===== config.mk =====
export PLATFORM = sky130hd
export DESIGN_NAME = pipe_stage_reg
export DESIGN_NICKNAME = d
export VERILOG_FILES = /design/src/rtl/pipe_pkg.sv /design/src/rtl/pipe_skid_slot.sv /design/src/rtl/pipe_stage_reg.sv
export SDC_FILE = /design/constraint.sdc
export NUM_CORES = 1
export LEC_CHECK = 0
export ABC_AREA = 1
export CAP_MARGIN = 20
export CORE_ASPECT_RATIO = 1.4
export CORE_MARGIN = 2
export CORE_UTILIZATION = 40
export DETAILED_ROUTE_END_ITERATION = 10
export PLACE_DENSITY_LB_ADDON = 0.12
export SKIP_CTS_REPAIR_TIMING = 1
export SLEW_MARGIN = 30
export SYNTH_ARGS = -nofsm -noshare
export SYNTH_HDL_FRONTEND = slang
export SYNTH_HIERARCHICAL = 1
export SYNTH_SLANG_ARGS = --single-unit

===== constraint.sdc =====
create_clock -name clk -period 0.94 [get_ports clk]
set_input_delay 0.188 -clock clk [delete_from_list [all_inputs] [get_ports clk]]
set_output_delay 0.188 -clock clk [all_outputs]
set_load 0.02 [all_outputs]

===== src/rtl/pipe_pkg.sv =====
// Shared pipeline package: stage state encoding, default payload width and
// a helper mapping a stage state to its held-entry count.
package pipe_pkg;

  localparam int PIPE_DATA_W = 64;

  typedef enum logic [1:0] {
    ST_EMPTY = 2'd0,
    ST_ONE   = 2'd1,
    ST_FULL  = 2'd2
  } pipe_state_e;

  function automatic logic [1:0] state_count(input pipe_state_e s);
    case (s)
      ST_ONE:  return 2'd1;
      ST_FULL: return 2'd2;
      default: return 2'd0;
    endcase
  endfunction

endpackage


===== src/rtl/pipe_skid_slot.sv =====
// Skid slot of the pipeline stage: one payload register plus its valid bit.
// Clear wins over load so a flush can never leave a stale entry behind.
module pipe_skid_slot #(
  parameter int                DATA_W     = 64,
  parameter logic [DATA_W-1:0] RESET_DATA = '0
) (
  input  logic              clk,
  input  logic              reset,
  input  logic              i_load,
  input  logic              i_clear,
  input  logic [DATA_W-1:0] i_data,
  output logic [DATA_W-1:0] o_data,
  output logic              o_valid
);

  logic [DATA_W-1:0] r_data;
  logic              r_valid;

  // Valid bit: set on load, dropped on clear or reset.
  always_ff @(posedge clk) begin
    if (reset || i_clear) r_valid <= 1'b0;
    else if (i_load)      r_valid <= 1'b1;
  end

  // Payload register: only rewritten on load, never cleared by a flush.
  always_ff @(posedge clk) begin
    if (reset)       r_data <= RESET_DATA;
    else if (i_load) r_data <= i_data;
  end

  assign o_data  = r_data;
  assign o_valid = r_valid;

endmodule


===== src/rtl/pipe_stage_reg.sv =====
// Valid/ready pipeline stage register (e.g. IF/ID PC + instruction).
// Build option PIPE_STAGE_SKID_EN: adds a skid slot so in_ready comes from
// the state flop (no path from out_ready). Without it the stage holds a
// single entry and in_ready = !out_valid || out_ready.
module pipe_stage_reg
  import pipe_pkg::*;
#(
  parameter int                DATA_W     = PIPE_DATA_W,
  parameter logic [DATA_W-1:0] RESET_DATA = '0
) (
  input  logic              clk,
  input  logic              reset,
  input  logic              flush,
  input  logic              in_valid,
  output logic              in_ready,
  input  logic [DATA_W-1:0] in_data,
  output logic              out_valid,
  input  logic              out_ready,
  output logic [DATA_W-1:0] out_data,
  output logic [1:0]        count
);

  pipe_state_e       r_state;
  pipe_state_e       w_state_nxt;
  logic [DATA_W-1:0] r_main_data;
  logic [DATA_W-1:0] w_main_src;
  logic              w_accept;
  logic              w_release;
  logic              w_main_load;

`ifdef PIPE_STAGE_SKID_EN
  logic              w_skid_load;
  logic              w_skid_clear;
  logic              w_skid_valid;
  logic [DATA_W-1:0] w_skid_data;

  pipe_skid_slot #(
    .DATA_W     (DATA_W),
    .RESET_DATA (RESET_DATA)
  ) u_skid (
    .clk     (clk),
    .reset   (reset),
    .i_load  (w_skid_load),
    .i_clear (w_skid_clear),
    .i_data  (in_data),
    .o_data  (w_skid_data),
    .o_valid (w_skid_valid)
  );

  // Registered ready: depends only on the state flop (gated during reset).
  assign in_ready   = (r_state != ST_FULL) && !reset;
  // A release from FULL refills main from the skid slot, otherwise from input.
  assign w_main_src = w_skid_valid ? w_skid_data : in_data;
`else
  // Single-slot build: pass-through ready keeps full throughput.
  assign in_ready   = (!out_valid || out_ready) && !reset;
  assign w_main_src = in_data;
`endif

  assign out_valid = (r_state != ST_EMPTY);
  assign out_data  = r_main_data;
  assign count     = state_count(r_state);

  // Next-state and slot control; flush overrides any accept/release.
  always_comb begin
    w_accept    = in_valid && in_ready;
    w_release   = out_valid && out_ready;
    w_state_nxt = r_state;
    w_main_load = 1'b0;
`ifdef PIPE_STAGE_SKID_EN
    w_skid_load  = 1'b0;
    w_skid_clear = 1'b0;
`endif
    if (flush) begin
      w_state_nxt = ST_EMPTY;
`ifdef PIPE_STAGE_SKID_EN
      w_skid_clear = 1'b1;
`endif
    end else begin
      case (r_state)
        ST_EMPTY: begin
          if (w_accept) begin
            w_state_nxt = ST_ONE;
            w_main_load = 1'b1;
          end
        end
        ST_ONE: begin
          if (w_accept && w_release) begin
            w_main_load = 1'b1;
`ifdef PIPE_STAGE_SKID_EN
          end else if (w_accept) begin
            w_state_nxt = ST_FULL;
            w_skid_load = 1'b1;
`endif
          end else if (w_release) begin
            w_state_nxt = ST_EMPTY;
          end
        end
`ifdef PIPE_STAGE_SKID_EN
        ST_FULL: begin
          if (w_release) begin
            w_state_nxt  = ST_ONE;
            w_main_load  = 1'b1;
            w_skid_clear = 1'b1;
          end
        end
`endif
        default: w_state_nxt = ST_EMPTY;
      endcase
    end
  end

  // State register; reset wins over everything.
  always_ff @(posedge clk) begin
    if (reset) r_state <= ST_EMPTY;
    else       r_state <= w_state_nxt;
  end

  // Main slot payload; holds its value when idle, flushed or drained.
  always_ff @(posedge clk) begin
    if (reset)            r_main_data <= RESET_DATA;
    else if (w_main_load) r_main_data <= w_main_src;
  end

endmodule


# ---- Yosys cells after proc, flatten, opt, wreduce, memory -nomap -nowiden
# Index checks and enable logic that the tools add are counted.
dict set report totals {
  register_bits 66
  inputBits 69
  out_inout_bits 68
  word_cells 27
}
dict set report classes {
  eq_ne 5
  mux 9
  n_reduce_logical 11
}
# op n
set op_table {}
lappend op_table {{case mux 2 bit (2 select lines)} 2}
lappend op_table {{2-to-1 mux 2 bit} 3}
lappend op_table {{inequality test 2 bit (second input constant)} 3}
lappend op_table {{logical AND 1 bit} 4}
lappend op_table {{2-to-1 mux 1 bit} 3}
lappend op_table {{AND reduction 3 bit} 1}
lappend op_table {{equality test 2 x 1 -> 1 bit (second input constant)} 1}
lappend op_table {{equality test 2 bit (second input constant)} 1}
lappend op_table {{logical NOT 1 bit} 2}
lappend op_table {{logical NOT 2 bit} 1}
lappend op_table {{case mux 1 bit (2 select lines)} 1}
lappend op_table {{nonzero test 2 bit} 1}
lappend op_table {{OR reduction 2 bit} 1}
lappend op_table {{logical OR 1 bit} 1}

# ---- Longest topological paths before layout
dict set report depth {
  depth_word 9
  ltp_mapped 7
  ltp_nobuf 6
}

# ---- Least setup slack after synthesis
# OpenSTA, ideal clock, no wires.
dict set report synth_timing {
  path_type {reg2reg}
  startpoint {register r_state[0]}
  endpoint {register r_main_data[0], in the netlist out_data[0]}
  setup_ps 64
  arrival_time_ps 1131
  t_required_ps 876
  path_slack_ps -255
  stages_incl_launch_ff 7
  path_buffers 2
  period_less_slack_ps 1195
  cell_sequence {dfxtp_1 > nand2_1 > buf_2 > buf_4 > nand4_1 > nand2_1 > nor2_1}
}
dict set report synth_via {
  elab_chain_len 9
  word_cells_on_any_way 13
  cone_classes {1 x eq/ne; 4 x mux; 8 x reduce/logical}
}
# element line_no
set synth_rtl {}
lappend synth_rtl {{from (decl)} pipe_stage_reg.sv:23} ;# pipe_state_e r_state;
lappend synth_rtl {{from (signal assigned)} pipe_stage_reg.sv:116} ;# else r_state <= w_state_nxt;
lappend synth_rtl {{nonzero test 2 bit} pipe_stage_reg.sv:60} ;# assign out_valid = (r_state != ST_EMPTY);
lappend synth_rtl {{logical NOT 1 bit} pipe_stage_reg.sv:56} ;# assign in_ready = (!out_valid || out_ready) && !reset;
lappend synth_rtl {{logical OR 1 bit} pipe_stage_reg.sv:56}
lappend synth_rtl {{logical AND 1 bit} pipe_stage_reg.sv:56}
lappend synth_rtl {{logical AND 1 bit} pipe_stage_reg.sv:66} ;# w_accept = in_valid && in_ready;
lappend synth_rtl {{logical AND 1 bit} pipe_stage_reg.sv:88} ;# if (w_accept && w_release) begin
lappend synth_rtl {{2-to-1 mux 1 bit} pipe_stage_reg.sv:88}
lappend synth_rtl {{case mux 1 bit (2 select lines) *} pipe_stage_reg.sv:80} ;# case (r_state)
lappend synth_rtl {{2-to-1 mux 1 bit *} pipe_stage_reg.sv:74} ;# if (flush) begin
lappend synth_rtl {{to (signal assigned)} pipe_stage_reg.sv:122} ;# else if (w_main_load) r_main_data <= w_main_src;
lappend synth_rtl {{to (decl)} pipe_stage_reg.sv:25} ;# logic [DATA_W-1:0] r_main_data;
# Every way passes the cells marked *; elsewhere a longest branch is shown, timed or not.
# A chain may end at the register's enable or synchronous reset.

# ---- Worst setup path in the final report
dict set report layout_timing {
  startpoint {register r_state[0]}
  endpoint {register r_main_data[3], in the netlist out_data[3]}
}
# Same word-level chain as after synthesis.

==> results.json <==
{
  "hold_viol": 0,
  "cts_buffers": 9,
  "muxShareOfSynthArea_pct": 0,
  "grt_max_degree": 40,
  "die_x_um": 83.18,
  "num_antenna_cells": 0,
  "start_util_pct": 41.02,
  "gp_congestion": 0.7712,
  "netlist_top_cells_area": "dfxtp_1 37%, inv_1 21%, nand2_1 14%, nand4_1 11%, nor2_1 6.8%",
  "fin_nets": 777,
  "antenna_left": 0,
  "via_per_inst": 4.518,
  "cts_max_path_buffers": 2,
  "drcViolationCount": 0,
  "whs_ns": 0.1346,
  "powerDensity_nw_per_um2": 1327,
  "cts_sinks": 65,
  "routedWlPerCell_um": 12.20,
  "cp_num_buf_inv": 3,
  "synthAdderAreaFrac_pct": 0,
  "synth-seq-cells": 65,
  "final_layout_size_suffix_gt1_share_pct": 37.83,
  "synth_compound_area_share_pct": 0.2851,
  "dp_hpwl_um": 6092,
  "yosys.area_share.xor_xnor_pct": 0,
  "crit_fanout": 7,
  "syn_to_final_growth_pct": 66.71,
  "io_pins": 137,
  "synth.top_cell.area_share_pct": 37.06,
  "maxCapViolCount": 0,
  "synth_edf_count": 0,
  "port_buffers": 135,
  "violations": "negative setup slack",
  "crit_slowest_cell": "dfxtp_4",
  "syn_inst": 557,
  "yosysWarnings": 6,
  "synth_cell_type_count": 15,
  "synthSimpleGateAreaFrac_pct": 33.00,
  "cts_htree_levels": 3,
  "worstPathArrival_ns": 1.47,
  "overflow": 0,
  "final_area_um2": 5853,
  "antenna_found_initial": 0,
  "synth_top_family_by_area": "simple AND/OR/NAND/NOR gates",
  "avgSynthCellArea_um2": 6.303,
  "max_freq_mhz": 820.5,
  "setup_viol": 131,
  "synth_largest_area_cell": "dfxtp_1",
  "initialDrtViolationCount": 153,
  "crit_type": "flip-flop to flip-flop",
  "placed_cell_area_um2": 4928,
  "finalMaxSlewViolations": 0,
  "rsz0062_at_grt": "yes",
  "crit_path_start_kind": "flip-flop",
  "cp.required_ns": 1.19,
  "synth.most_common_cell": "inv_1",
  "synth.net_count": 626,
  "cts_root_buf": "clkbuf_16",
  "path_cells": "buf_6 -> nand2_8 -> nand3_4 -> clkbuf_16 -> nand2_2 -> inv_1 -> nor2_1",
  "hp-class": "input pin to flip-flop",
  "max_stage_delay_ns": 0.35,
  "clock_latency_ns": 0.32,
  "drtPass1Iterations": 4,
  "synthFlopType": "dfxtp_1",
  "routed_wl_um": 9952,
  "critPathCaptureType": "flip-flop",
  "synthArstFlopShare_pct": 0,
  "first_global_vias": 3171,
  "worst_slack_ns": -0.2787,
  "clock_skew_ns": 0.002213,
  "fp.dieH_um": 114.9,
  "post-route-period-util_pct": 129.7,
  "vias": 3687,
  "min_period_ns": 1.219,
  "fp-row-count": 40,
  "synth_commonest_cells": "193 x inv_1, 129 x nand2_1, 65 x dfxtp_1",
  "peakVddDrop_uv": 1094,
  "cts_tree": "done",
  "outcome": "complete, but fails checks",
  "p_total_mw": 7.768,
  "grt_pass1_wl_um": 14510,
  "yosysSeqAreaShare_pct": 37.06,
  "synth_area_um2": 3511,
  "track_usage_pct": 18.67,
  "dieArea_um2": 9553,
  "clkTransAtPathRegs_ns": 0.05,
  "coreArea_um2": 8558,
  "power_leakage_nw": 3.071,
  "cp_top_family": "simple AND/OR/NAND/NOR gates"
}
==> state kept, by name (all words and copies together), names as in the netlist <==
name,flops
r_state,1
out_data,64
==> routing by layer <==
metal  GRT usage [%]  vias to the layer above  wire length [um]
met4           7.104                        0               170
li1                -                     1892                 -
met1           21.19                     1684              4153
met5               0                        -                 0
met3           6.030                       15               556
met2           32.74                       96              5071
==> report_power, final <==
group	switching, mW	leakage, nW	internal, mW
clock network	1.11	0.126	1.82
registers	0.101	0.556	2.93
logic	0.881	2.39	0.926
total	2.09	3.07	5.68
==> final cells by class <==
cell class | count | area (um2)
Sequential cell | 65 | 1375
Inverter | 194 | 728.2
Fill cell | 782 | 2705
Tap cell | 105 | 131.4
Clock inverter | 1 | 5.005
Multi-Input combinational cell | 264 | 1389
Clock buffer | 13 | 250.2
Timing Repair Buffer | 174 | 1974
==> kinds of logic (layout without fill, tap and decap cells) <==
| group | after synthesis | count (layout) |
|---|---|---|
| AOI/OAI and AO/OA | 2 | 2 |
| buffers and inverters | 229 | 382 |
| DFF | 65 | 65 |
| other | 1 | 1 |
| and+or+nand+nor | 260 | 261 |
==> worst paths after layout <==
check,from,to,slack [ns],depth (start not counted)
worst min-delay path,flush,r_state[0]$_SDFFE_PP0P_,0.13,2
worst min register to register,out_data[8]$_SDFFE_PP0P_,out_data[8]$_SDFFE_PP0P_,0.51,4
worst max-delay path,r_state[0]$_SDFFE_PP0P_,out_data[3]$_SDFFE_PP0P_,-0.28,7
worst max register to register,r_state[0]$_SDFFE_PP0P_,out_data[3]$_SDFFE_PP0P_,-0.28,7
==> placed cells by master, fill, tap and decap left out, types with 15 or more instances in the layout <==
cell type,synthesis,final
dfxtp_2,0,56
clkbuf_16,0,15
nand2_2,0,46
nor2_1,64,55
buf_4,14,19
nand2_1,129,76
inv_1,193,165
inv_2,1,29
buf_6,6,70
nand4_1,64,64
clkdlybuf4s50_1,0,64
==> per-stage QoR <==
step	cells	worst slack, ns	setup TNS [ns]	util [%]
after floorplan	557	-0.02189	-1.313	-
after global placement	782	-0.6724	-50.72	57.59
after detailed placement	782	-0.6691	-52.21	57.59
after CTS	796	-0.6884	-53.62	60.57
after global routing	816	-0.3572	-22.49	68.39
final	816	-0.2787	-16.57	68.39
Note: power is estimated with default switching activity, not from simulation.
